<file path="src/rtl/rs_pkg.sv">
// rtl/rs_pkg.sv - shared widths, entry record and age helper for the ALU reservation station
package rs_pkg;

    localparam int XLEN      = 32;
    localparam int ROB_BITS  = 4;
    localparam int TYPE_BITS = 5;

    typedef struct packed {
        logic                 busy;
        logic [TYPE_BITS-1:0] op_type;
        logic [ROB_BITS-1:0]  rob_id;
        logic [XLEN-1:0]      v1;
        logic [XLEN-1:0]      v2;
        logic                 dep1;
        logic                 dep2;
        logic [ROB_BITS-1:0]  tag1;
        logic [ROB_BITS-1:0]  tag2;
    } rs_entry_t;

    // Distance from the ROB head; the modular wrap makes ids just past the
    // head compare as older than ids that have wrapped around to zero.
    function automatic logic [ROB_BITS-1:0] rs_age(input logic [ROB_BITS-1:0] rob_id,
                                                   input logic [ROB_BITS-1:0] head);
        return rob_id - head;
    endfunction

endpackage

</file>
<file path="src/rtl/rs_oldest_select.sv">
// rtl/rs_oldest_select.sv - binary reduction tree picking the smallest-age requester
// Ports:
//   req   : per-entry request bits
//   age   : packed per-entry ages, entry 0 in the LSBs (tie ages to 0 for a lowest-index pick)
//   valid : at least one request
//   idx   : winning entry; on equal age the lower index wins
module rs_oldest_select #(
    parameter int N = 8,
    parameter int W = 4
) (
    input  logic [N-1:0]         req,
    input  logic [N*W-1:0]       age,
    output logic                 valid,
    output logic [$clog2(N)-1:0] idx
);

    localparam int LV = $clog2(N);
    localparam int IW = $clog2(N);

    logic          lv_v [LV+1][N];
    logic [W-1:0]  lv_a [LV+1][N];
    logic [IW-1:0] lv_x [LV+1][N];
    logic          take_r;

    always_comb begin
        take_r = 1'b0;
        for (int l = 0; l <= LV; l++) begin
            for (int i = 0; i < N; i++) begin
                lv_v[l][i] = 1'b0;
                lv_a[l][i] = '0;
                lv_x[l][i] = '0;
            end
        end
        for (int i = 0; i < N; i++) begin
            lv_v[0][i] = req[i];
            lv_a[0][i] = age[i*W +: W];
            lv_x[0][i] = IW'(i);
        end
        // Left child always covers lower indices, so it keeps ties.
        for (int l = 1; l <= LV; l++) begin
            for (int i = 0; i < (N >> l); i++) begin
                take_r = lv_v[l-1][2*i+1] &
                         (!lv_v[l-1][2*i] | (lv_a[l-1][2*i+1] < lv_a[l-1][2*i]));
                lv_v[l][i] = lv_v[l-1][2*i] | lv_v[l-1][2*i+1];
                lv_a[l][i] = take_r ? lv_a[l-1][2*i+1] : lv_a[l-1][2*i];
                lv_x[l][i] = take_r ? lv_x[l-1][2*i+1] : lv_x[l-1][2*i];
            end
        end
        valid = lv_v[LV][0];
        idx   = lv_x[LV][0];
    end

endmodule

</file>
<file path="src/rtl/rs_age_queue.sv">
// rtl/rs_age_queue.sv - ALU reservation station issuing the oldest ready op relative to the ROB head
// Ports:
//   clk_in, rst_in (sync, active-high), rdy_in (global enable), flush (ROB clear), rob_head
//   in_*      : decoder insert port; full advises the decoder not to insert next cycle
//   cdb_*     : NCDB packed wakeup channels, channel 0 in the LSBs
//   issue_*   : valid/ready issue port to the ALU
//   count     : occupied entries
module rs_age_queue
    import rs_pkg::*;
#(
    parameter int DEPTH = 8,
    parameter int NCDB  = 3
) (
    input  logic                     clk_in,
    input  logic                     rst_in,
    input  logic                     rdy_in,
    input  logic                     flush,
    input  logic [ROB_BITS-1:0]      rob_head,
    output logic                     full,
    input  logic                     in_valid,
    input  logic [TYPE_BITS-1:0]     in_type,
    input  logic [ROB_BITS-1:0]      in_rob_id,
    input  logic [XLEN-1:0]          in_v1,
    input  logic [XLEN-1:0]          in_v2,
    input  logic                     in_dep1,
    input  logic                     in_dep2,
    input  logic [ROB_BITS-1:0]      in_tag1,
    input  logic [ROB_BITS-1:0]      in_tag2,
    input  logic [NCDB-1:0]          cdb_valid,
    input  logic [NCDB*ROB_BITS-1:0] cdb_tag,
    input  logic [NCDB*XLEN-1:0]     cdb_value,
    output logic                     issue_valid,
    input  logic                     issue_ready,
    output logic [TYPE_BITS-1:0]     issue_type,
    output logic [ROB_BITS-1:0]      issue_rob_id,
    output logic [XLEN-1:0]          issue_v1,
    output logic [XLEN-1:0]          issue_v2,
    output logic [$clog2(DEPTH):0]   count
);

    localparam int IW = $clog2(DEPTH);
    localparam int CW = IW + 1;

    rs_entry_t ent_q [DEPTH];
    rs_entry_t ent_d [DEPTH];
    logic [CW-1:0] count_q, count_d;
    // Registered copy of the full advice; gates this cycle's insert.
    logic          full_q, full_d;

    logic [DEPTH-1:0]          ready_vec, free_vec;
    logic [DEPTH*ROB_BITS-1:0] age_vec;
    logic                      sel_valid, alloc_valid;
    logic [IW-1:0]             sel_idx, alloc_idx;
    logic                      insert, fire;
    rs_entry_t                 new_ent;
    logic                      hit1, hit2, wk_hit;
    logic [XLEN-1:0]           val1, val2, wk_val;

    // Lowest channel wins when several broadcast the same tag.
    function automatic logic cdb_match(input  logic [ROB_BITS-1:0] tag,
                                       output logic [XLEN-1:0]     val);
        logic hit;
        hit = 1'b0;
        val = '0;
        for (int k = NCDB - 1; k >= 0; k--) begin
            if (cdb_valid[k] && (cdb_tag[k*ROB_BITS +: ROB_BITS] == tag)) begin
                hit = 1'b1;
                val = cdb_value[k*XLEN +: XLEN];
            end
        end
        return hit;
    endfunction

    always_comb begin
        for (int i = 0; i < DEPTH; i++) begin
            ready_vec[i] = ent_q[i].busy & ~ent_q[i].dep1 & ~ent_q[i].dep2;
            free_vec[i]  = ~ent_q[i].busy;
            age_vec[i*ROB_BITS +: ROB_BITS] = rs_age(ent_q[i].rob_id, rob_head);
        end
    end

    rs_oldest_select #(.N(DEPTH), .W(ROB_BITS)) u_issue_sel (
        .req   (ready_vec),
        .age   (age_vec),
        .valid (sel_valid),
        .idx   (sel_idx)
    );

    rs_oldest_select #(.N(DEPTH), .W(1)) u_alloc_sel (
        .req   (free_vec),
        .age   ('0),
        .valid (alloc_valid),
        .idx   (alloc_idx)
    );

    always_comb begin
        issue_valid  = sel_valid;
        issue_type   = sel_valid ? ent_q[sel_idx].op_type : '0;
        issue_rob_id = sel_valid ? ent_q[sel_idx].rob_id  : '0;
        issue_v1     = sel_valid ? ent_q[sel_idx].v1      : '0;
        issue_v2     = sel_valid ? ent_q[sel_idx].v2      : '0;
        count        = count_q;
        // Conservative: a same-cycle fire is not credited.
        full = (count_q == CW'(DEPTH)) | ((count_q == CW'(DEPTH - 1)) & in_valid);
    end

    always_comb begin
        insert = rdy_in & ~flush & in_valid & ~full_q & alloc_valid;
        fire   = rdy_in & ~flush & sel_valid & issue_ready;

        new_ent         = '0;
        new_ent.busy    = 1'b1;
        new_ent.op_type = in_type;
        new_ent.rob_id  = in_rob_id;
        new_ent.v1      = in_v1;
        new_ent.v2      = in_v2;
        new_ent.dep1    = in_dep1;
        new_ent.dep2    = in_dep2;
        new_ent.tag1    = in_tag1;
        new_ent.tag2    = in_tag2;
        hit1 = cdb_match(in_tag1, val1);
        hit2 = cdb_match(in_tag2, val2);
        if (in_dep1 && hit1) begin
            new_ent.v1   = val1;
            new_ent.dep1 = 1'b0;
        end
        if (in_dep2 && hit2) begin
            new_ent.v2   = val2;
            new_ent.dep2 = 1'b0;
        end

        ent_d   = ent_q;
        count_d = count_q;
        full_d  = full_q;
        wk_hit  = 1'b0;
        wk_val  = '0;
        if (rdy_in) begin
            if (flush) begin
                for (int i = 0; i < DEPTH; i++) begin
                    ent_d[i].busy = 1'b0;
                    ent_d[i].dep1 = 1'b0;
                    ent_d[i].dep2 = 1'b0;
                end
                count_d = '0;
                full_d  = 1'b0;
            end else begin
                for (int i = 0; i < DEPTH; i++) begin
                    if (ent_q[i].busy && ent_q[i].dep1) begin
                        wk_hit = cdb_match(ent_q[i].tag1, wk_val);
                        if (wk_hit) begin
                            ent_d[i].v1   = wk_val;
                            ent_d[i].dep1 = 1'b0;
                        end
                    end
                    if (ent_q[i].busy && ent_q[i].dep2) begin
                        wk_hit = cdb_match(ent_q[i].tag2, wk_val);
                        if (wk_hit) begin
                            ent_d[i].v2   = wk_val;
                            ent_d[i].dep2 = 1'b0;
                        end
                    end
                end
                if (fire) begin
                    ent_d[sel_idx].busy = 1'b0;
                end
                // alloc_idx is never the fired slot: that one was busy at cycle start.
                if (insert) begin
                    ent_d[alloc_idx] = new_ent;
                end
                count_d = count_q + CW'(insert) - CW'(fire);
                full_d  = full;
            end
        end
    end

    always_ff @(posedge clk_in) begin
        if (rst_in) begin
            for (int i = 0; i < DEPTH; i++) begin
                ent_q[i] <= '0;
            end
            count_q <= '0;
            full_q  <= 1'b0;
        end else begin
            for (int i = 0; i < DEPTH; i++) begin
                ent_q[i] <= ent_d[i];
            end
            count_q <= count_d;
            full_q  <= full_d;
        end
    end

endmodule

</file>
<file path="config.mk">
export PLATFORM = sky130hd
export DESIGN_NAME = rs_age_queue
export DESIGN_NICKNAME = d
export VERILOG_FILES = /design/src/rtl/rs_pkg.sv /design/src/rtl/rs_oldest_select.sv /design/src/rtl/rs_age_queue.sv
export SDC_FILE = /design/constraint.sdc
export NUM_CORES = 2
export LEC_CHECK = 0
export BUFFER_PORTS_ARGS = -buffer_cell sky130_fd_sc_hd__buf_2
export CAP_MARGIN = 0
export CORE_UTILIZATION = 25
export DETAILED_ROUTE_END_ITERATION = 10
export GPL_TIMING_DRIVEN = 0
export MAX_ROUTING_LAYER = met4
export PLACE_DENSITY = 0.47
export SETUP_SLACK_MARGIN = 0.02
export SYNTH_ARGS = -nofsm -noshare
export SYNTH_HDL_FRONTEND = slang
export SYNTH_SLANG_ARGS = --single-unit
</file>
<file path="constraint.sdc">
create_clock -name clk_in -period 8.4 [get_ports clk_in]
set_input_delay 0.84 -clock clk_in [delete_from_list [all_inputs] [get_ports clk_in]]
set_output_delay 0.84 -clock clk_in [all_outputs]
set_load 0.02 [all_outputs]
</file>
; ---- Word level (Yosys, flattened, before mapping)
; Cells that the tools add are included.
[word_totals]
reg_bits = 677
inputBits = 204
output_inout_bits = 79
wordCells = 666
[classes]
n_addsub = 10
magnitude_cmp = 11
eq_ne = 56
mux = 343
bitwise = 87
reduce_logical = 85
[op_table]
columns = op, count
row1 = 32-bit two-way mux, 122
row2 = 672-bit two-way mux, 4
row3 = 672-bit bitwise mux, 2
row4 = 84-bit demux with 3-bit select, 2
row5 = 84-bit binary-select mux with 3-bit select, 1
row6 = 4-bit equality test, 54
row7 = 1-bit two-way mux, 185
row8 = 84-bit two-way mux, 2
row9 = 83-bit two-way mux, 2
row10 = 1-bit logical AND, 74
row11 = 1-bit bitwise AND, 37
row12 = 4-bit two-way mux, 8
row13 = 4-bit subtractor, 8
row14 = 4-bit less-than comparator, 7
row15 = 1-bit inverter, 26
row16 = 1-bit bitwise OR, 22
row17 = 3-bit two-way mux, 6
row18 = 2-bit two-way mux, 8
row19 = 1-bit zero test, 10
row20 = 4-bit greater-or-equal comparator (second input constant), 2
row21 = 4-bit by 1-bit less-than comparator with 1-bit output (second input constant), 2
row22 = 3-bit inverter with 4-bit output, 2
row23 = 5-bit two-way mux, 1
row24 = 4-bit by 1-bit adder with 4-bit output, 1
row25 = other kinds (4), 4

; ---- Depth between registers and ports, before layout
[depth]
depth_word = 27
mapped_depth = 35

; ---- Modules after synthesis
; From an unflattened synthesis, not the netlist that was laid out.
[hier_totals]
hier_cells = 6886
hier_area_um2 = 53254.8
[modules_own_cells]
columns = module, instances, cells_each, area_per_inst_um2, seq_area_each_um2
row1 = rs_age_queue, 1, 6685, 51869.7, 13553.0
row2 = rs_oldest_select at u_issue_sel, 1, 146, 1061.0, 0.0
row3 = rs_oldest_select at u_alloc_sel, 1, 55, 324.1, 0.0

; ---- Worst setup path after synthesis
; OpenSTA, ideal clock, no wires.
[synth_path]
kind = input port to output port
from = input port rob_head[1]
to = output port issue_v1[13]
arrival_time_ps = 6665
slack_ps = 895
cell_stages = 33
n_path_buf = 5
cell_sequence = inv_1 > ha_1 > a21o_1 > a21oi_1 > xnor2_1 > inv_1 > ha_1 > nand2_1 > a221oi_1 > nor2_1 > nor2_1 > a21oi_1 > ha_1 > a211o_1 > a21oi_1 > nand2_1 > mux2i_1 > a31oi_1 > buf_2 > buf_2 > buf_2 > nand2_1 > o21ai_0 > ha_1 > o21ai_0 > nand2b_1 > a21oi_1 > nor2_1 > nor2_1 > clkbuf_1 > clkbuf_1 > a311oi_1 > a32o_1
[synth_between]
elab_chain_len = 18
[synth_rtl]
columns = item, line
row1 = "start, declared", rs_age_queue.sv:18  ; input logic [ROB_BITS-1:0] rob_head,
row2 = 4-bit subtractor, rs_pkg.sv:24  ; return rob_id - head;
row3 = 4-bit less-than comparator, rs_oldest_select.sv:43  ; (!lv_v[l-1][2*i] | (lv_a[l-1][2*i+1] < lv_a[l-1][2*i]));
row4 = 1-bit bitwise OR, rs_oldest_select.sv:43
row5 = 1-bit bitwise AND, rs_oldest_select.sv:42  ; take_r = lv_v[l-1][2*i+1] &
row6 = 4-bit two-way mux, rs_oldest_select.sv:45  ; lv_a[l][i] = take_r ? lv_a[l-1][2*i+1] : lv_a[l-1][2*i];
row7 = 4-bit less-than comparator, rs_oldest_select.sv:43
row8 = 1-bit bitwise OR, rs_oldest_select.sv:43
row9 = 1-bit bitwise AND, rs_oldest_select.sv:42
row10 = 4-bit two-way mux, rs_oldest_select.sv:45
row11 = 4-bit less-than comparator, rs_oldest_select.sv:43
row12 = 1-bit bitwise OR, rs_oldest_select.sv:43
row13 = 1-bit bitwise AND, rs_oldest_select.sv:42
row14 = 3-bit two-way mux *, rs_oldest_select.sv:46  ; lv_x[l][i] = take_r ? lv_x[l-1][2*i+1] : lv_x[l-1][2*i];
row15 = 3-bit inverter with 4-bit output (implied by the code) *, rs_age_queue.sv:100  ; issue_v1 = sel_valid ? ent_q[sel_idx].v1 : '0;
row16 = 84-bit binary-select mux with 3-bit select *, rs_age_queue.sv:100
row17 = 83-bit two-way mux * (2 in a row), --
row18 = 32-bit two-way mux *, rs_age_queue.sv:100
row19 = "end, declared", rs_age_queue.sv:36  ; output logic [XLEN-1:0] issue_v1,
; Mark *: on every way between the ends. The rest lies on a longest branch, timed or not. The select of a mux whose other input is x is not followed.

; ---- Worst setup path in the final report
[layout_path]
from = input port rob_head[1]
to = output port issue_v2[30]
[layout_between]
elab_chain_len = 18
[layout_rtl]
columns = item, line
row1 = 4-bit subtractor, rs_pkg.sv:24
row2 = 4-bit less-than comparator, rs_oldest_select.sv:43
row3 = 1-bit bitwise OR, rs_oldest_select.sv:43
row4 = 1-bit bitwise AND, rs_oldest_select.sv:42
row5 = 4-bit two-way mux, rs_oldest_select.sv:45
row6 = 4-bit less-than comparator, rs_oldest_select.sv:43
row7 = 1-bit bitwise OR, rs_oldest_select.sv:43
row8 = 1-bit bitwise AND, rs_oldest_select.sv:42
row9 = 4-bit two-way mux, rs_oldest_select.sv:45
row10 = 4-bit less-than comparator, rs_oldest_select.sv:43
row11 = 1-bit bitwise OR, rs_oldest_select.sv:43
row12 = 1-bit bitwise AND, rs_oldest_select.sv:42
row13 = 3-bit two-way mux *, rs_oldest_select.sv:46
row14 = 3-bit inverter with 4-bit output (implied by the code) *, rs_age_queue.sv:101  ; issue_v2 = sel_valid ? ent_q[sel_idx].v2 : '0;
row15 = 84-bit binary-select mux with 3-bit select *, rs_age_queue.sv:101
row16 = 83-bit two-way mux (implied by the code) * (2 in a row), rs_age_queue.sv:101
row17 = 32-bit two-way mux *, rs_age_queue.sv:101
row18 = "end, declared", rs_age_queue.sv:37  ; output logic [XLEN-1:0] issue_v2,
; Marked as above.

==> metrics.cfg <==
[sta]
relSlewSlack_pct = -12.3
fin_crit_sh_pct = 98.0
timing.final.ws_setup_ns = 0.170
fin_tns_setup_ns = 0
hold_violations = 0
max_clock_freq_ghz = 0.122
fin_crit_ns = 8.23
worstMarginPinSlew_ns = 1.67
final-max-slew-violation-count = 158
fin_skew_ns = 0.0751
hold_slack_ns = 0.376
final-setup-viol-count = 0
rsz0062_at_grt = no

[clock_tree]
cts_root_buf = clkbuf_16
cts_tree = built
cts_buffers = 93
clock_latency_ns = 0.80
htreeDepth = 3
clockBufferDepth = 3
clk_pin_slew_worst_paths_ns = 0.06
cts_num_sinks = 677
hold_buffers = 0

[power_and_ir_drop]
combPwrFrac_pct = 14.4
leakagePower_nw = 18.2
power_w = 0.00904
switching_share_pct = 32.4
seqPwrFrac_pct = 35.8
p_switching_w = 0.00293
intPower_w = 0.00612
p_per_area_nw_per_um2 = 161
ir_drop_mv = 0.147
clkPwrFrac_pct = 49.7

[grt]
grt.overflow.total = 0
antenna_found_initial = 42
grt_pass1_vias = 56700
grt_pass1_wl_um = 493000
grt_max_degree = 20
grt_use_total_pct = 38.2

[placement]
io_buffer_count = 161
hpwl_um = 283000
dp_slack_ns = -2.31
place.gp.congestion = 1.10

[die]
die_h_um = 438
row_count = 159
core_area_um2 = 188000
die-area_um2 = 191000
start_util_pct = 25.2
fp.dieW_um = 438
io_pins = 283

[routing]
wl_um = 372000
highest_layer = met4
ant_nets = 0
drt-wirelength-per-cell_um = 39.1
vias_per_cell = 6.43
drt-initial-drc-count = 11400
via_count = 61200
drtPass1Iterations = 11
wl_met1_um = 140000
drc = 20
wl_met3_um = 44400
wl_met2_um = 154000

[run_status]
violations = design-rule violations, max-capacitance violations, max-slew violations
status = finished, violations left

[synth]
syn_area_um2 = 47400
synthCells = 6571
yosysSeqAreaShare_pct = 28.6
ys_types = 70
synthesis.nets = 6834
synth_seq_cells = 677
synthArstFlopShare_pct = 0
synth-edff-count = 0
synth-main-ff-cell = dfxtp_1
yosys_warnings = 0
syn_area_per_cell_um2 = 7.22

[worst_setup_path]
r2r-start = ent_q[410]$_SDFFE_PP0P_
critPathMostFrequentCell = ha_1
reg2reg_slack_ns = 2.19
start_kind = primary input
r2r-end = ent_q[251]$_SDFFE_PP0P_
r2r_cells = 27
slowest_delay_ns = 0.43
crit_required_ns = 7.56
worst-setup-path-type = in -> out
critPathMaxFanout = 11
crit_path_end_kind = output port
cp.arrival_ns = 7.39
cpMaxStageDelayCell = a32o_1

[final_layout]
area_growth_pct = 18.2
nets = 7163
fillCellCount = 20800
mostFrequentLayoutCell = nand2_1
layout_common_cells = 1,088 x nand2_1, 699 x clkbuf_1, 676 x dfxtp_1
final_util_pct = 29.8
post_route_cells_drive_above_1_share_pct = 8.51

[flow_run]
max_cap_violations = 20

[min_path]
whs_path_depth = 3
min_path_type = in -> reg
hp-start = in_type[4]
hold-path-endpoint = ent_q[334]$_SDFFE_PP0P_

## stage by stage
| step | instance area (µm²) | cells |
|---|---|---|
| 4_1_cts | 55600 | 9454 |
| 6_report | 56000 | 9516 |
| 3_5_place_dp | 52200 | 9278 |
| 3_3_place_gp | 51300 | 9227 |
| 2_1_floorplan | 47400 | 6571 |
| 5_1_grt | 56000 | 9505 |
## worst max-delay path by stage
stage / startpoint / endpoint / cells past startpoint
after CTS: ent_q[410]$_SDFFE_PP0P_ / issue_v1[2] / 28
after global routing: ent_q[410]$_SDFFE_PP0P_ / issue_v2[30] / 29
after detailed placement: rob_head[1] / issue_v2[0] / 32
after global placement: rob_head[1] / issue_v2[0] / 32
after floorplan: rob_head[1] / issue_v1[13] / 33
final: rob_head[1] / issue_v2[30] / 29
## what timing repair did
action	in CTS	in global routing
pin swaps	1	9
endpoints found under the setup margin	73	73
gates resized for setup	42	42
gates cloned	0	0
setup buffers	6	18
## layout make-up
cell class                      count  area, µm²  share of cell area [%]
Tap cell                         2495       3120                    5.57
Buffer                            895       3710                    6.62
Timing Repair Buffer              239       1600                    2.86
Inverter                           70        267                   0.476
Multi-Input combinational cell   4924      30400                    54.2
Sequential cell                   677      13600                    24.2
Clock buffer                      129       2660                    4.75
Clock inverter                     44        646                    1.15
Antenna cell                       43        108                   0.192
## sequential cells by signal, summed over array words and instances (netlist names)
signal  cells
ent_q     672
full_q      1
count       4
## per-layer routing
metal	track usage (%)	vias to the layer above
met2	54.4	4815
li1	-	24900
met4	28.8	0
met5	-	-
met3	11.8	1367
met1	44.7	30100
## power by group through the flow
stage	clock network (W)	logic, W	registers [W]
6_report	0.00450	0.00130	0.00324
5_1_grt	0.00457	0.00130	0.00324
4_1_cts	0.00446	0.00121	0.00324
3_5_place_dp	0	0.00120	0.00331
3_3_place_gp	0	0.00118	0.00331
2_1_floorplan	0	0.000600	0.00331
## critical path, delay by kind of cell
family | cells | cell delay [ns]
adder cells (fa/ha/maj) | 4 | 1.07
buffers and inverters | 8 | 1.65
AO/OA/AOI/OAI | 11 | 3.04
XOR/XNOR | 1 | 0.20
AND/OR/NAND/NOR | 4 | 0.36
multiplexers | 1 | 0.20
## synth_stat cells (96+ instances only)
cell	instances	area, µm²
a21oi_1	172	861
a221oi_1	129	1130
a222oi_1	320	3200
a22oi_1	465	3490
a311oi_1	106	928
clkbuf_1	703	2640
dfxtp_1	677	13600
mux2i_1	225	2250
nand2_1	1088	4080
nor2_1	670	2510
nor3_1	209	1050
o21ai_0	617	3090
o22ai_1	126	788
xnor2_1	96	841
xor2_1	146	1280
## cells by family after synthesis
kind of cell | count (synthesis) | share of synthesized area (%)
AOI/OAI and AO/OA | 2239 | 33.7
and+or+nand+nor | 2158 | 18.7
buffers and inverters | 970 | 8.13
DFF | 677 | 28.6
xor gates and xnor gates | 242 | 4.47
muxes | 226 | 4.77
adders and majority gates | 59 | 1.70
No activity file was read; power rests on OpenSTA's default activity.
